[src/rtl/cosmic_ce_pkg.sv]
// ============================================================================
// cosmic_ce_pkg : shared types, standard rates and game-ID divisor lookup
// Rev 1.0
// ============================================================================
`default_nettype none

package cosmic_ce_pkg;

  typedef enum logic {
    CE_INT  = 1'b0,
    CE_FRAC = 1'b1
  } ce_mode_e;

  localparam int CE_VAL_W = 16;

  // Divisor values for the standard rates derived from a 10.816 MHz clk_sys
  localparam logic [CE_VAL_W-1:0] CE_DIV_PIX = 16'd1;
  localparam logic [CE_VAL_W-1:0] CE_DIV_2M7 = 16'd3;
  localparam logic [CE_VAL_W-1:0] CE_DIV_1M8 = 16'd5;

  function automatic logic [CE_VAL_W-1:0] cpu_div(input logic [7:0] game_id);
    if (game_id == 8'd2 || game_id == 8'd4) return CE_DIV_2M7;
    return CE_DIV_1M8;
  endfunction

endpackage

`default_nettype wire

[src/rtl/ce_chan.sv]
// ============================================================================
// ce_chan : one enable channel, integer divider or fractional accumulator
// Rev 1.0
// ============================================================================
`default_nettype none

module ce_chan
  import cosmic_ce_pkg::*;
#(
  parameter int                 VAL_W    = 16,
  parameter logic               DEF_MODE = 1'b0,
  parameter logic [VAL_W-1:0]   DEF_VAL  = '0
) (
  input  logic             clk_sys,
  input  logic             reset,
  input  logic             wr,
  input  logic             wr_mode,
  input  logic [VAL_W-1:0] wr_val,
  input  logic             resync,
  input  logic             freeze,
  output logic             pulse_nxt,
  output logic             ce_raw
);

  ce_mode_e         mode;
  logic [VAL_W-1:0] val;
  logic [VAL_W-1:0] cnt;
  logic [VAL_W-1:0] cnt_nxt;
  logic [VAL_W:0]   sum;

  always_comb begin
    sum       = {1'b0, cnt} + {1'b0, val};
    cnt_nxt   = cnt;
    pulse_nxt = 1'b0;
    // A write or resync restarts the phase and swallows any pending pulse
    if (wr || resync) begin
      cnt_nxt = '0;
    end else if (!freeze) begin
      if (mode == CE_FRAC) begin
        cnt_nxt   = sum[VAL_W-1:0];
        pulse_nxt = sum[VAL_W];
      end else if (cnt == val) begin
        cnt_nxt   = '0;
        pulse_nxt = 1'b1;
      end else begin
        cnt_nxt = cnt + VAL_W'(1);
      end
    end
  end

  always_ff @(posedge clk_sys) begin
    if (reset) begin
      mode   <= ce_mode_e'(DEF_MODE);
      val    <= DEF_VAL;
      cnt    <= '0;
      ce_raw <= 1'b0;
    end else begin
      if (wr) begin
        mode <= ce_mode_e'(wr_mode);
        val  <= wr_val;
      end
      cnt    <= cnt_nxt;
      ce_raw <= pulse_nxt;
    end
  end

endmodule

`default_nettype wire

[src/rtl/ce_gen_multi.sv]
// ============================================================================
// ce_gen_multi : multi-channel clock-enable generator with pause gating
// Rev 1.0
// ============================================================================
`default_nettype none

module ce_gen_multi
  import cosmic_ce_pkg::*;
#(
  parameter int                          NUM_CH     = 4,
  parameter int                          VAL_W      = 16,
  parameter logic [NUM_CH-1:0]           DEF_MODE   = 4'b0000,
  parameter logic [NUM_CH*VAL_W-1:0]     DEF_VAL    = {16'd5, 16'd3, 16'd1, 16'd0},
  parameter logic [NUM_CH-1:0]           PAUSE_MASK = 4'b1100,
  localparam int                         CH_W       = (NUM_CH > 1) ? $clog2(NUM_CH) : 1
) (
  input  logic              clk_sys,
  input  logic              reset,
  input  logic              cfg_wr,
  input  logic [CH_W-1:0]   cfg_ch,
  input  logic              cfg_mode,
  input  logic [VAL_W-1:0]  cfg_val,
  input  logic              resync,
  input  logic              pause,
  output logic [NUM_CH-1:0] ce_out,
  output logic [NUM_CH-1:0] ce_raw,
  output logic [7:0]        ce_cnt0
);

  logic [NUM_CH-1:0] pulse_nxt;
  logic [NUM_CH-1:0] freeze;

  assign freeze = {NUM_CH{pause}} & PAUSE_MASK;

  // Out-of-range cfg_ch values match no channel and are therefore ignored
  for (genvar i = 0; i < NUM_CH; i++) begin : g_ch
    logic wr_sel;
    assign wr_sel = cfg_wr && (cfg_ch == CH_W'(i));

    ce_chan #(
      .VAL_W    (VAL_W),
      .DEF_MODE (DEF_MODE[i]),
      .DEF_VAL  (DEF_VAL[i*VAL_W +: VAL_W])
    ) u_chan (
      .clk_sys   (clk_sys),
      .reset     (reset),
      .wr        (wr_sel),
      .wr_mode   (cfg_mode),
      .wr_val    (cfg_val),
      .resync    (resync),
      .freeze    (freeze[i]),
      .pulse_nxt (pulse_nxt[i]),
      .ce_raw    (ce_raw[i])
    );
  end

  always_ff @(posedge clk_sys) begin
    if (reset) begin
      ce_out  <= '0;
      ce_cnt0 <= '0;
    end else begin
      ce_out <= pulse_nxt & ~freeze;
      if (ce_out[0]) ce_cnt0 <= ce_cnt0 + 8'd1;
    end
  end

endmodule

`default_nettype wire

[config.mk]
export PLATFORM = sky130hd
export DESIGN_NAME = ce_gen_multi
export DESIGN_NICKNAME = d
export VERILOG_FILES = /design/src/rtl/cosmic_ce_pkg.sv /design/src/rtl/ce_chan.sv /design/src/rtl/ce_gen_multi.sv
export SDC_FILE = /design/constraint.sdc
export NUM_CORES = 1
export LEC_CHECK = 0
export CAP_MARGIN = 20
export CORE_UTILIZATION = 35
export DETAILED_ROUTE_END_ITERATION = 8
export GPL_TIMING_DRIVEN = 0
export PLACE_DENSITY = 0.61
export SLEW_MARGIN = 20
export SYNTH_ARGS = -nofsm -noshare
export SYNTH_HDL_FRONTEND = slang
export SYNTH_SLANG_ARGS = --single-unit
[constraint.sdc]
create_clock -name clk_sys -period 2.4 [get_ports clk_sys]
set_input_delay 0.48 -clock clk_sys [delete_from_list [all_inputs] [get_ports clk_sys]]
set_output_delay 0.48 -clock clk_sys [all_outputs]
set_load 0.005 [all_outputs]
# Word-level counts from Yosys, hierarchy flattened

Index checks and enable logic that the tools add are counted.

Register bits: 148
Input port bits: 24
Output and inout bits: 16
Word-level logic and storage cells: 71

Add/sub/neg operators: 9
Eq/ne operators: 7
Multiplexer cells: 22
Bitwise logic cells: 2
Reductions and logical operators: 13

Operator list:

| cell                                                                  | number |
|---|---|
| 16-bit 2-to-1 mux                                                     | 8 |
| 16-bit by 16-bit adder with 17-bit output                             | 4 |
| 16-bit by 1-bit adder with 16-bit output, second input constant       | 4 |
| 16-bit equality test                                                  | 4 |
| 1-bit 2-to-1 mux                                                      | 14 |
| 8-bit by 1-bit adder with 8-bit output, second input constant         | 1 |
| 2-bit OR reduction                                                    | 4 |
| 4-bit AND                                                             | 1 |
| 2-bit equality test, second input constant                            | 2 |
| 1-bit logical AND                                                     | 4 |
| 1-bit logical OR                                                      | 4 |
| 4-bit NOT                                                             | 1 |
| 2-bit by 1-bit equality test with 1-bit output, second input constant | 1 |
| 2-bit zero test                                                       | 1 |

# Depth between registers and ports, before layout

Depth after elaboration: 6
Depth in mapped cells: 10

# Cells and area by module

Synthesis repeated with hierarchy kept, for this count alone.

Cells, all modules: 1303
Area, all modules: 10448.8 um2

By module, submodules not included:

| module                    | instances | cells an instance | area an instance (um2) |
|---|---|---|---|
| ce_chan at g_ch[2].u_chan | 1         | 313               | 2516.2 |
| ce_chan at g_ch[3].u_chan | 1         | 312               | 2498.6 |
| ce_chan at g_ch[1].u_chan | 1         | 312               | 2497.4 |
| ce_chan at g_ch[0].u_chan | 1         | 315               | 2456.1 |
| ce_gen_multi              | 1         | 51                | 480.5 |

# Worst setup path before layout

OpenSTA, ideal clock, no wires.

Path type: register to register
Start: reg g_ch[2].u_chan.cnt[0]
End: reg g_ch[2].u_chan.cnt[14]
Library setup time: 119 ps
Data arrival time: 2170 ps
Data required time: 2281 ps
Slack: 111 ps
Cell stages (with the launch flop): 11
Buffers on the path: 0
Clock period less this slack: 2289 ps
Cells stage by stage: dfxtp_1 -> ha_1 -> inv_1 -> fa_1 -> nand2b_1 -> a21oi_2 -> o2111ai_1 -> a211oi_2 -> o21ai_0 -> nor3b_1 -> o221a_1

Longest elaborated chain between the ends: 3
Elaborated cells between the ends (all ways): 5
Those cells by class: add/sub (2); eq/ne (1); mux (2)

RTL lines:

| what                                                                             | line                         | RTL |
|---|---|---|
| start: declaration                                                               | ce_chan.sv:27                | `logic [VAL_W-1:0] cnt;` |
| start signal: assignment                                                         | ce_chan.sv:62                | `cnt <= cnt_nxt;` |
| 16-bit by 1-bit adder with 16-bit output or 16-bit equality test (tied branches) | ce_chan.sv:46, ce_chan.sv:42 |  |
| 16-bit 2-to-1 mux                                                                | ce_chan.sv:42                | `end else if (cnt == val) begin` |
| 16-bit 2-to-1 mux (*)                                                            | ce_chan.sv:39                | `if (mode == CE_FRAC) begin` |

Mark *: on every way between the ends. The rest lies on a longest branch, timed or not.
A chain may end at the register's enable or synchronous reset.

# Final worst setup path

Same ends and word-level chain as after synthesis.

==> flow_metrics.tcl <==
set metrics [dict create \
    status "finished clean" \
    dr.pass1.iters 5 \
    worst_hold_path_type "flop to flop" \
    grt_max_degree 17 \
    wirelength_mm 26.6 \
    fin_crit_ns 2.34 \
    fp.dieH_um 165 \
    multi_input_area_um2 6300 \
    core.rowCount 59 \
    cts_made_buffers 17 \
    seq_area_um2 2950 \
    fin_area_um2 11100 \
    drtIter0Drc 557 \
    h-tree-depth 4 \
    holdWs_ns 0.463 \
    setup_violations 0 \
    synth_mux_area_frac 0.00657 \
    cts-root-buf "clkbuf_16" \
    whs_path_depth 2 \
    reg2reg_from "g_ch[2].u_chan.cnt[0]" \
    synth_nets 1312 \
    synth_area_um2 9340 \
    worstMarginPinSlew_ns 1.05 \
    cap_violations 0 \
    fin_ws_ns 0.0589 \
    synth.yosys.seq_area_share 0.313 \
    p_per_area_nw_per_um2 532 \
    rsz0062_at_grt "yes" \
    synth_top_family_by_area "simple AND/OR/NAND/NOR gates" \
    io_pins 40 \
    final_core_util 0.426 \
    yosys.area_share.simple 0.238 \
    grt_pass1_wl_mm 42.5 \
    place_congestion 0.894 \
    final_common_cell "nand2_1" \
    gr-usage-all-layers 0.198 \
    fmax_mhz 427 \
    start_util 0.357 \
    hold_path_end "g_ch[2].u_chan.val[9]" \
    drc 0 \
    crit_fanout 4 \
    synth_flop_cell "dfxtp_1" \
    clkSlewWorstSetupHoldPaths_ns 0.06 \
    clkSinkCount 146 \
    slew_headroom 0.296 \
    synthArstFlopShare 0 \
    reg2reg_setup_slack_ns 0.06 \
    synth.avg_cell_area_um2 7.69 \
    syn_inst 1215 \
    cts_buffer_depth 2 \
    setup-tns-final_ns 0 \
    ir_drop_mv 0.489 \
    leakage_nw 4.15 \
    synth_fa_ha_area_frac 0.101 \
    drive_gt1_frac 0.106 \
    synth-compound-area-share 0.231 \
    antenna_found_initial 0 \
    first_global_vias 8224 \
    nNetsFinal 1380 \
    clock_skew_ns 0.00917 \
    final_cells 1631 \
    dp_hpwl_mm 19.8 \
    die_w_um 165 \
    worst_setup_path_end_kind "flop" \
    synth-seq-cells 146 \
    reg2reg_to "g_ch[2].u_chan.cnt[14]" \
    vias 8949 \
    placedCellCount 1586 \
    ant_nets 0 \
    via_per_inst 5.49 \
    hold_buffers 0 \
    hold_start "g_ch[2].u_chan.val[9]" \
    port_buffers 36 \
    crit_path_start_kind "flop" \
    synth_warnings 0 \
    cp-startpoint "g_ch[2].u_chan.cnt[0]" \
    synth-edff-count 0 \
    tritoncts "built" \
    area_delta_synth_final_pct 19.1 \
    synth_xor_area_frac 0.0713 \
    nFillCells 2688 \
    finalHoldViolCount 0 \
    drv_slew 0 \
    crit_required_ns 2.73 \
    critPathArrivalTime_ns 2.67 \
    design.core.area_um2 26100 \
    crit_type "flop to flop" \
    ys_types 68 \
    n_antenna_cell 0 \
    postPlaceCellArea_um2 10100 \
    post_drt_wl_per_cell_um 16.3 \
    p_total_mw 5.92 \
    most-common-layout-cells "211 x nand2_1, 128 x a21oi_1, 128 x dfxtp_1" \
    grt_overflow_total 0 \
    finalCritPeriodShare 0.975 \
    die-area_um2 27300 \
    worstSkewPairLatency_ns 0.44 \
    place_ws_ns -0.547 \
    reg2reg_depth 10 \
]
## layout make-up
| class | count | share of cell area |
|---|---|---|
| Sequential cell | 146 | 0.265 |
| Multi-Input combinational cell | 981 | 0.566 |
| Timing Repair Buffer | 49 | 0.0412 |
| Buffer | 59 | 0.0243 |
| Clock inverter | 14 | 0.0157 |
| Inverter | 29 | 0.00979 |
| Clock buffer | 18 | 0.0395 |
| Tap cell | 335 | 0.0377 |
## power by group
part | internal (mW) | total, mW | switching, mW
registers | 2.47 | 2.52 | 0.0469
clock network | 1.67 | 2.83 | 1.15
logic | 0.212 | 0.570 | 0.358
## worst max path at each step
stage	slack [ns]	to	cells past startpoint
detailed placement	-0.55	g_ch[2].u_chan.cnt[2]	7
floorplan	0.11	g_ch[2].u_chan.cnt[14]	10
global placement	-0.53	g_ch[2].u_chan.cnt[2]	7
finish	0.06	g_ch[2].u_chan.cnt[14]	10
global route	-0.04	g_ch[2].u_chan.cnt[14]	10
CTS	0.001	g_ch[2].u_chan.cnt[14]	10
## state kept, by name, indices dropped and copies added, names as in the netlist
register            count
ce_cnt0                 8
g_ch.u_chan.ce_raw      2
g_ch.u_chan.mode        4
g_ch.u_chan.cnt        64
ce_out                  4
g_ch.u_chan.val        64
## cell usage after synthesis (all sizes together), types with 3 or more instances
cell / n / share of area
a211oi: 15 / 0.014
a21o: 16 / 0.013
a21oi: 135 / 0.074
a221oi: 7 / 0.0066
a22oi: 13 / 0.010
a2bb2oi: 3 / 0.0028
a31oi: 13 / 0.0087
and3: 16 / 0.011
buf: 16 / 0.010
clkbuf: 43 / 0.017
dfxtp: 146 / 0.31
fa: 4 / 0.0086
ha: 69 / 0.092
inv: 29 / 0.012
mux2i: 5 / 0.0054
nand2: 211 / 0.085
nand2b: 12 / 0.0080
nand3: 35 / 0.019
nand3b: 6 / 0.0048
nand4: 17 / 0.011
nor2: 97 / 0.039
nor2b: 16 / 0.011
nor3: 26 / 0.015
nor3b: 9 / 0.0078
nor4: 19 / 0.013
o211ai: 8 / 0.0064
o21a: 9 / 0.0072
o21ai: 67 / 0.036
o22ai: 21 / 0.014
o31a: 5 / 0.0047
o31ai: 10 / 0.011
or2: 5 / 0.0034
or3: 7 / 0.0047
or4: 3 / 0.0028
xnor2: 41 / 0.038
xor2: 35 / 0.033
## kinds of logic (layout without fill, tap and decap cells)
family	count (synthesis)	count (layout)
simple gates	482	482
mux	6	6
compound gates	344	344
xor+xnor	76	76
fa+ha+maj	73	73
flops	146	146
buf+inv	88	169
## layer usage
layer | vias up | track usage | wire [um]
met5 | - | 0 | 0
met4 | 0 | 0.0603 | 414
met3 | 33 | 0.0340 | 1240
met2 | 197 | 0.330 | 12600
met1 | 4217 | 0.261 | 12400
li1 | 4502 | - | -
## worst max-delay path: stages, from the launching register on
cell and delay, ns:
dfxtp_4 0.37, ha_4 0.13, inv_2 0.03, fa_2 0.35, nand2b_4 0.17, a21oi_4 0.17, o2111ai_4 0.18, a211oi_4 0.32
o21ai_1 0.11, nor3b_2 0.18, o221a_1 0.22
## repair_timing
item | CTS | global route
setup buffers | 7 | 6
pin swaps | 9 | 19
setup endpoints to repair | 22 | 42
gates resized for setup | 17 | 62
Note: power is estimated with default switching activity, not from simulation.
